==> config.mk <==
export PLATFORM = sky130hd
export DESIGN_NAME = l2_icache_read_flat
export DESIGN_NICKNAME = d
export VERILOG_FILES = /design/src/rtl/l2_icache_read_if.sv /design/src/rtl/l2_icache_read.sv /design/src/flat_wrapper.sv
export SDC_FILE = /design/constraint.sdc
export NUM_CORES = 2
export LEC_CHECK = 0
export ABC_CLOCK_PERIOD_IN_PS = 24300
export BUFFER_PORTS_ARGS = -buffer_cell sky130_fd_sc_hd__buf_2
export CORE_UTILIZATION = 45
export DETAILED_ROUTE_END_ITERATION = 7
export PLACE_DENSITY = 0.72
export SYNTH_ARGS = -nofsm -noshare
export SYNTH_HDL_FRONTEND = slang
export SYNTH_MEMORY_MAX_BITS = 65536
export SYNTH_SLANG_ARGS = --single-unit
export TNS_END_PERCENT = 100
==> constraint.sdc <==
create_clock -name clk -period 24.3 [get_ports clk]
set_clock_uncertainty 0.15 [all_clocks]
set_input_delay 1.215 -clock clk [delete_from_list [all_inputs] [get_ports clk]]
set_output_delay 1.215 -clock clk [all_outputs]
set_load 0.03 [all_outputs]
==> src/rtl/l2_icache_read_if.sv <==
// l2_icache_read_if: bundles the L1-facing miss/hit signals and the
// main-memory request/response signals of the L2 instruction cache.
//   L1 side : L1_read_miss_I, L2_addr_I -> L2_read_hit_I, L2_rdata_I,
//             mem_rdata_I, L2_ready_I
//   mem side: mem_read, mem_addr -> mem_rdata, mem_ready
// Modports: slave = the cache, master = the L1 / memory environment.
interface l2_icache_read_if #(
    parameter int ADDR_W = 30
);
    logic              L1_read_miss_I;
    logic [ADDR_W-1:0] L2_addr_I;
    logic              L2_read_hit_I;
    logic [31:0]       L2_rdata_I;
    logic [127:0]      mem_rdata_I;
    logic              L2_ready_I;
    logic              mem_read;
    logic [ADDR_W-3:0] mem_addr;
    logic [127:0]      mem_rdata;
    logic              mem_ready;

    modport slave (
        input  L1_read_miss_I, L2_addr_I, mem_rdata, mem_ready,
        output L2_read_hit_I, L2_rdata_I, mem_rdata_I, L2_ready_I,
               mem_read, mem_addr
    );

    modport master (
        output L1_read_miss_I, L2_addr_I, mem_rdata, mem_ready,
        input  L2_read_hit_I, L2_rdata_I, mem_rdata_I, L2_ready_I,
               mem_read, mem_addr
    );
endinterface

==> src/rtl/l2_icache_read.sv <==
// l2_icache_read: read-only, direct-mapped L2 instruction cache behind the
// L1 instruction cache. Hits are answered combinationally with the word and
// the full 128-bit line; misses fetch the line from memory via mem_read /
// mem_ready, fill it, and hit on the cycle after the FILL pulse.
// Ports:
//   clk          - rising-edge clock
//   proc_reset_n - asynchronous active-low reset
//   bus          - l2_icache_read_if.slave (L1 request/response + memory)
module l2_icache_read #(
    parameter int L2_INDEX_W = 5,
    parameter int ADDR_W     = 30,
    parameter int TAG_W      = ADDR_W - 2 - L2_INDEX_W
) (
    input  logic                   clk,
    input  logic                   proc_reset_n,
    l2_icache_read_if.slave        bus
);
    localparam int LINES = 2 ** L2_INDEX_W;

    localparam logic [1:0] IDLE    = 2'd0;
    localparam logic [1:0] MEM_REQ = 2'd1;
    localparam logic [1:0] FILL    = 2'd2;

    logic [1:0]            state;
    logic [LINES-1:0]      valid;
    logic [TAG_W-1:0]      tag_store  [LINES];
    logic [127:0]          data_store [LINES];
    logic [L2_INDEX_W-1:0] miss_index;
    logic [TAG_W-1:0]      miss_tag;

    logic [1:0]            req_word;
    logic [L2_INDEX_W-1:0] req_index;
    logic [TAG_W-1:0]      req_tag;
    logic [127:0]          req_line;
    logic                  hit;
    logic                  fill_now;

    assign req_word  = bus.L2_addr_I[1:0];
    assign req_index = bus.L2_addr_I[2 +: L2_INDEX_W];
    assign req_tag   = bus.L2_addr_I[ADDR_W-1 -: TAG_W];
    assign req_line  = data_store[req_index];

    // Lookup only in IDLE; FILL deliberately reports a miss for one cycle.
    assign hit = bus.L1_read_miss_I & valid[req_index] &
                 (tag_store[req_index] == req_tag) & (state == IDLE);

    assign fill_now = (state == MEM_REQ) & bus.mem_ready;

    always_comb begin
        bus.L2_rdata_I = '0;
        if (hit) begin
            case (req_word)
                2'd0:    bus.L2_rdata_I = req_line[31:0];
                2'd1:    bus.L2_rdata_I = req_line[63:32];
                2'd2:    bus.L2_rdata_I = req_line[95:64];
                default: bus.L2_rdata_I = req_line[127:96];
            endcase
        end
    end

    assign bus.L2_read_hit_I = hit;
    assign bus.mem_rdata_I   = hit ? req_line : '0;

    always_ff @(posedge clk or negedge proc_reset_n) begin
        if (!proc_reset_n) begin
            state          <= IDLE;
            valid          <= '0;
            miss_index     <= '0;
            miss_tag       <= '0;
            bus.mem_read   <= 1'b0;
            bus.mem_addr   <= '0;
            bus.L2_ready_I <= 1'b0;
        end else begin
            bus.L2_ready_I <= 1'b0;
            case (state)
                IDLE: begin
                    if (bus.L1_read_miss_I && !hit) begin
                        state        <= MEM_REQ;
                        miss_index   <= req_index;
                        miss_tag     <= req_tag;
                        bus.mem_addr <= bus.L2_addr_I[ADDR_W-1:2];
                        bus.mem_read <= 1'b1;
                    end
                end
                MEM_REQ: begin
                    if (bus.mem_ready) begin
                        valid[miss_index] <= 1'b1;
                        bus.mem_read      <= 1'b0;
                        bus.L2_ready_I    <= 1'b1;
                        state             <= FILL;
                    end
                end
                default: state <= IDLE;
            endcase
        end
    end

    // Tag/data arrays carry no reset; validity alone gates their use. A reset
    // mid-fetch forces state to IDLE before the next edge, so no fill occurs.
    always_ff @(posedge clk) begin
        if (fill_now) begin
            data_store[miss_index] <= bus.mem_rdata;
            tag_store[miss_index]  <= miss_tag;
        end
    end
endmodule

==> src/flat_wrapper.sv <==
// flat-port wrapper written by rule: the top's interface ports become plain ports
module l2_icache_read_flat 
#(
    parameter int L2_INDEX_W = 5,
    parameter int ADDR_W     = 30,
    parameter int TAG_W      = ADDR_W - 2 - L2_INDEX_W
)
  (clk, proc_reset_n, bus_L1_read_miss_I, bus_L2_addr_I, bus_mem_rdata, bus_mem_ready, bus_L2_read_hit_I, bus_L2_rdata_I, bus_mem_rdata_I, bus_L2_ready_I, bus_mem_read, bus_mem_addr);
  l2_icache_read_if #(.ADDR_W(ADDR_W)) bus_i ();
  input  logic clk;
  input  logic proc_reset_n;
  input wire logic [$bits(bus_i.L1_read_miss_I)-1:0] bus_L1_read_miss_I;
  input wire logic [$bits(bus_i.L2_addr_I)-1:0] bus_L2_addr_I;
  input wire logic [$bits(bus_i.mem_rdata)-1:0] bus_mem_rdata;
  input wire logic [$bits(bus_i.mem_ready)-1:0] bus_mem_ready;
  output wire logic [$bits(bus_i.L2_read_hit_I)-1:0] bus_L2_read_hit_I;
  output wire logic [$bits(bus_i.L2_rdata_I)-1:0] bus_L2_rdata_I;
  output wire logic [$bits(bus_i.mem_rdata_I)-1:0] bus_mem_rdata_I;
  output wire logic [$bits(bus_i.L2_ready_I)-1:0] bus_L2_ready_I;
  output wire logic [$bits(bus_i.mem_read)-1:0] bus_mem_read;
  output wire logic [$bits(bus_i.mem_addr)-1:0] bus_mem_addr;
  assign bus_i.L1_read_miss_I = bus_L1_read_miss_I;
  assign bus_i.L2_addr_I = bus_L2_addr_I;
  assign bus_i.mem_rdata = bus_mem_rdata;
  assign bus_i.mem_ready = bus_mem_ready;
  assign bus_L2_read_hit_I = bus_i.L2_read_hit_I;
  assign bus_L2_rdata_I = bus_i.L2_rdata_I;
  assign bus_mem_rdata_I = bus_i.mem_rdata_I;
  assign bus_L2_ready_I = bus_i.L2_ready_I;
  assign bus_mem_read = bus_i.mem_read;
  assign bus_mem_addr = bus_i.mem_addr;
  l2_icache_read #(.L2_INDEX_W(L2_INDEX_W), .ADDR_W(ADDR_W), .TAG_W(TAG_W)) u_core (.clk(clk), .proc_reset_n(proc_reset_n), .bus(bus_i));
endmodule
### After elaboration in Yosys (flattened, before gate mapping)

Memory sizes are Yosys's and may differ from the RTL's.
Cells that the tools add are included.

| word-level totals | value |
|---|---|
| word-level logic and storage cells | 50 |
| bits of input ports | 162 |
| output and inout bits | 191 |
| register bits after elaboration | 92 |
| memory bits (writable) | 4832 |
| memories kept | 2 |

Memory list:

| memory | depth | width | rd ports | clocked after memory_dff | wr ports | line | text |
|---|---|---|---|---|---|---|---|
| u_core.data_store | 32 | 128 | 1 | 0 | 1 | l2_icache_read.sv:27 | `logic [127:0] data_store [LINES];` |
| u_core.tag_store | 32 | 23 | 1 | 0 | 1 | l2_icache_read.sv:26 | `logic [TAG_W-1:0] tag_store [LINES];` |

| operators by class | value |
|---|---|
| eq/ne operators | 6 |
| bitwise gates (word level) | 5 |
| reduce and logical (&&, ||, !) cells | 10 |
| mux-type cells | 17 |
| order comparisons | 3 |

Operators by type and width:

| cell | number |
|---|---|
| 2-to-1 mux 128 bit | 1 |
| case mux 32 bit (3 select lines) | 1 |
| 2-to-1 mux 32 bit | 1 |
| OR 32 bit | 1 |
| == test 23 bit | 1 |
| < comparator 5 x 6 -> 1 bit (second input constant) | 2 |
| 2-to-1 mux 1 bit | 8 |
| AND reduction 2 bit | 3 |
| binary-select mux 1 bit (select 5 bit) | 1 |
| demux 1 bit (select 5 bit) | 1 |
| greater-or-equal comparator 5 x 1 -> 1 bit (second input constant) | 1 |
| AND 1 bit | 4 |
| == test 2 x 1 -> 1 bit (second input constant) | 2 |
| logical NOT 2 bit | 2 |
| 2-to-1 mux 2 bit | 2 |
| inequality test 2 bit (second input constant) | 2 |
| case mux 2 bit (2 select lines) | 1 |
| AND reduction 3 bit | 1 |
| == test 2 bit (second input constant) | 1 |
| logical AND 1 bit | 2 |
| case mux 1 bit (2 select lines) | 1 |
| nonzero test 2 bit | 1 |
| logical NOT 1 bit | 1 |

### Depth between registers and ports, before layout

| depth | value |
|---|---|
| word-level depth | 9 |
| gate-level depth with buffers | 18 |
| gate-level depth less buffers | 9 |

### Worst setup path after synthesis

OpenSTA, ideal clock, no wires.

| timing | value |
|---|---|
| path type | input -> register |
| start | in bus_mem_ready |
| end | reg u_core.valid[12] |
| required time | 24045 ps |
| setup time | 105 ps |
| slack | 15210 ps |
| path buffers | 1 |
| cell stages on the path | 5 |
| arrival | 8834 ps |
| cells stage by stage | nand3b_1 > or3_1 > clkbuf_1 > nor2_1 > or2_2 |

| between the ends | value |
|---|---|
| cells in the longest elaborated chain, start to end | 1 |

Ends and longest elaborated chain:

| what | line | text |
|---|---|---|
| from (decl) | flat_wrapper.sv:15 | `input wire logic [$bits(bus_i.mem_ready)-1:0] bus_mem_ready;` |
| AND reduction 2 bit (no source line) | -- |  |
| to (signal assigned) | l2_icache_read.sv:67 | `valid <= '0;` |
| to (signal, indexed assignment) | l2_icache_read.sv:87 | `valid[miss_index] <= 1'b1;` |
| to (decl) | l2_icache_read.sv:25 | `logic [LINES-1:0] valid;` |

No other way between the ends.
A chain may end at the register's enable or synchronous reset.

### Worst setup path in the final report

| timing | value |
|---|---|
| start | in bus_L2_addr_I[2] |
| end | out bus_L2_rdata_I[8] |

| between the ends | value |
|---|---|
| cells in the longest elaborated chain, start to end | 6 |
| elaborated cells on any way between the ends | 10 |
| those cells by class | eq/ne (1); mux (4); bitwise (3); memory (2) |

Ends and longest elaborated chain:

| what | line | text |
|---|---|---|
| from (decl) | flat_wrapper.sv:13 | `input wire logic [$bits(bus_i.L2_addr_I)-1:0] bus_L2_addr_I;` |
| branches (longest 5 deep; another with memory (32 x 23 bit)) | -- |  |
| 2-to-1 mux 32 bit * | l2_icache_read.sv:51 | `if (hit) begin` |
| to (decl) | flat_wrapper.sv:17 | `output wire logic [$bits(bus_i.L2_rdata_I)-1:0] bus_L2_rdata_I;` |

Every way passes the cells marked *. The select of a mux whose other input is x is not followed.

==> flow_metrics.py <==
metrics = {
    "outcome": {
        "status": "finished with violations",
        "violations": "capacitance limit, slew limit",
    },
    "cts": {
        "ctsResizeCount": 0,
        "clkSinkCount": 4896,
        "numCtsBuffers": 447,
        "cts_buffer_depth": 4,
        "worst_setup_hold_path_clk_slew_ns": 0.06,
        "cts_tree": "yes",
        "cts_setup_buffers": 0,
        "h-tree-depth": 5,
        "cts_hold_buf": 0,
        "clock_latency_ns": 1.00,
        "root_buffer": "clkbuf_16",
    },
    "die": {
        "die_area_sq_um": 419000,
        "placementRows": 236,
        "die_y_um": 647,
        "ios": 353,
        "initial_core_util_pct": 45.3,
        "die_width_um": 647,
        "core_area_sq_um": 414000,
    },
    "cells_and_area": {
        "area_growth_pct": 12.7,
        "fillers": 31100,
        "drive_above_1_share_pct": 33.0,
        "final_area_sq_um": 211000,
        "instances_no_fill": 14100,
        "nets": 8345,
    },
    "synth": {
        "yosysWarningCount": 0,
        "synth_top_area_share_pct": 77.4,
        "syn_inst": 7573,
        "synth_edf_count": 4832,
        "ys_seq_elements": 4896,
        "syn_area_per_cell_sq_um": 24.8,
        "synth_area_sq_um": 187000,
        "ys_seq_area_share_pct": 78.3,
        "yosysUniqueCellTypes": 67,
        "synth_ff_type": "edfxtp_1",
        "yosysTopAreaCell": "edfxtp_1",
        "yosysMostFrequentCell": "edfxtp_1",
        "synth_nets": 7735,
        "yosys-top-cells-area": "edfxtp_1 77%, mux4_2 18%, mux2i_1 1.1%",
        "synth_commonest_cells": "4832 x edfxtp_1, 1465 x mux4_2, 222 x nor2_1",
        "synth-async-reset-ratio_pct": 1.31,
    },
    "critical_path": {
        "cp_cell_sequence": "buf_12, buf_4, buf_4, buf_12, buf_4, buf_4, buf_4, mux4_2, mux4_2, mux2i_1, mux4_2, nor2_1, buf_2",
        "end_kind": "output pin",
        "cp_slowest_cell": "buf_4",
        "arrival_ns": 9.67,
        "cp.required_ns": 22.93,
        "cp-start-kind": "input port",
        "critical_path_buf_inv_count": 8,
        "crit_top_cell": "buf_4",
        "crit_fanout": 100,
        "path_delay_family": "buffers and inverters",
        "worstSetupPathType": "in -> out",
        "critical-path-max-stage-delay_ns": 0.91,
    },
    "detailed_routing": {
        "route.detailed.drc": 0,
        "wl_per_cell_um": 36.1,
        "first_pass_iters": 6,
        "detail-route-antenna-nets": 0,
        "viasPerCell": 6.33,
        "drt-total-wl_mm": 509,
        "drt_iter0_markers": 13000,
        "num_vias": 89100,
    },
    "place": {
        "place_area_sq_um": 197000,
        "routabilityCongestion": 0.786,
        "placedCellCount": 13200,
        "dp_hpwl_mm": 264,
        "io_buffers": 352,
    },
    "sta": {
        "fin_crit_ns": 11.04,
        "finalSetupViolCount": 0,
        "rsz0062_at_grt": "no",
        "finalSetupTns_ns": 0,
        "tightest_slew_ns": 1.53,
        "timing.hold.ws_ns": 0.213,
        "slew_headroom_pct": -4.76,
        "slew_viol_final": 3,
        "post-route-period-util_pct": 45.4,
        "hold_violations": 0,
        "max_freq_ghz": 0.0906,
    },
    "job": {
        "cap_violations": 1,
    },
    "pwr": {
        "sw_frac_of_total_pct": 22.4,
        "switching_power_uw": 4040,
        "pwr-share-clk_pct": 38.7,
        "internal_power_uw": 14000,
        "p_leak_uw": 0.0661,
        "ir_drop_uv": 64.6,
        "seqPwrFrac_pct": 54.6,
        "power_frac_comb_pct": 6.7,
        "p_per_area_nw_per_um2": 85.5,
    },
    "grt": {
        "grt_use_total_pct": 23.9,
        "grt_max_degree": 162,
        "grt_overflow": 0,
        "antenna_found_initial": 108,
        "grt_pass1_vias": 89100,
        "grt_pass1_wl_mm": 697,
    },
    "hold_path": {
        "min_path_type": "in -> async",
    },
}
[placed cells by master (no fill, tap or decap), drive strengths merged, types with 14 or more instances in the layout]
| master | instances |
|---|---|
| edfxtp | 4832 |
| mux4 | 1469 |
| buf | 561 |
| clkbuf | 552 |
| nor2 | 222 |
| mux2i | 210 |
| clkinv | 208 |
| dfrtp | 64 |
| diode | 46 |
| mux2 | 45 |
| bufinv | 42 |
| nand2 | 35 |
| or2 | 34 |
| a22oi | 23 |
| inv | 21 |
| nand3 | 20 |
| clkinvlp | 16 |
| o221ai | 16 |
| nand4 | 14 |
| xnor2 | 14 |
[flip-flops by register name (all words and copies together), names as in the netlist]
name / flops
u_core.data_store: 4096
u_core.tag_store: 736
u_core.valid: 32
u_core.bus.mem_addr: 23
u_core.miss_index: 4
u_core.state: 2
u_core.bus.L2_ready_I: 1
u_core.bus.mem_read: 1
u_core.miss_tag: 1
[metrics by stage]
step                setup slack, ns  util [%]  total power, uW
detailed placement            12.94      47.5            11200
CTS                           12.96      51.0            18100
floorplan                     15.21         -            10700
global placement              13.00      47.5            11200
global route                  12.37      51.0            18500
finish                        13.26      51.0            18000
[power by group through the flow]
stage	Combinational (uW)	Clock, uW	Sequential, uW
global placement	1180	0	10000
floorplan	634	0	10000
CTS	1210	7030	9860
detailed placement	1210	0	10000
finish	1210	6980	9860
global route	1260	7330	9880
[area by class of cell]
class	count	area, sq um	area share, %
Sequential cell	4896	147000	69.5
Multi-Input combinational cell	2267	39200	18.6
Clock buffer	552	11900	5.62
Tap cell	5474	6850	3.24
Timing Repair Buffer	561	3730	1.77
Clock inverter	277	2660	1.26
Antenna cell	46	115	0.0545
Inverter	10	52.6	0.0249
[per-layer routing]
metal / routed length [um] / vias up / track usage, %
li1: - / 34100 / -
met1: 182000 / 48000 / 31.4
met2: 245000 / 5908 / 38.5
met3: 58700 / 1077 / 5.89
met4: 23100 / 40 / 9.79
met5: 250 / - / 0
[worst paths after layout]
check                                 startpoint                         to  slack, ns  depth (start not counted)
worst min register to register  u_core.valid[26]           u_core.valid[26]       0.32                          1
worst min-delay path                proc_reset_n    u_core.bus.mem_addr[25]       0.21                          1
min in group clk                u_core.valid[26]           u_core.valid[26]       0.32                          1
worst max register to register   u_core.state[1]  u_core.data_store[14][42]      18.20                          8
worst max-delay path            bus_L2_addr_I[2]          bus_L2_rdata_I[8]      13.26                         13
max in group asynchronous           proc_reset_n        u_core.bus.mem_read      23.06                          1
[kinds of logic after synthesis]
| group | after synthesis | share of synthesized area (%) |
|---|---|---|
| XOR/XNOR | 23 | 0.107 |
| AO/OA/AOI/OAI | 129 | 0.529 |
| multiplexers | 1724 | 19.1 |
| flip-flops | 4896 | 78.3 |
| AND/OR/NAND/NOR | 391 | 0.963 |
| buffers and inverters | 410 | 1.03 |
Note: power is estimated with default switching activity, not from simulation.
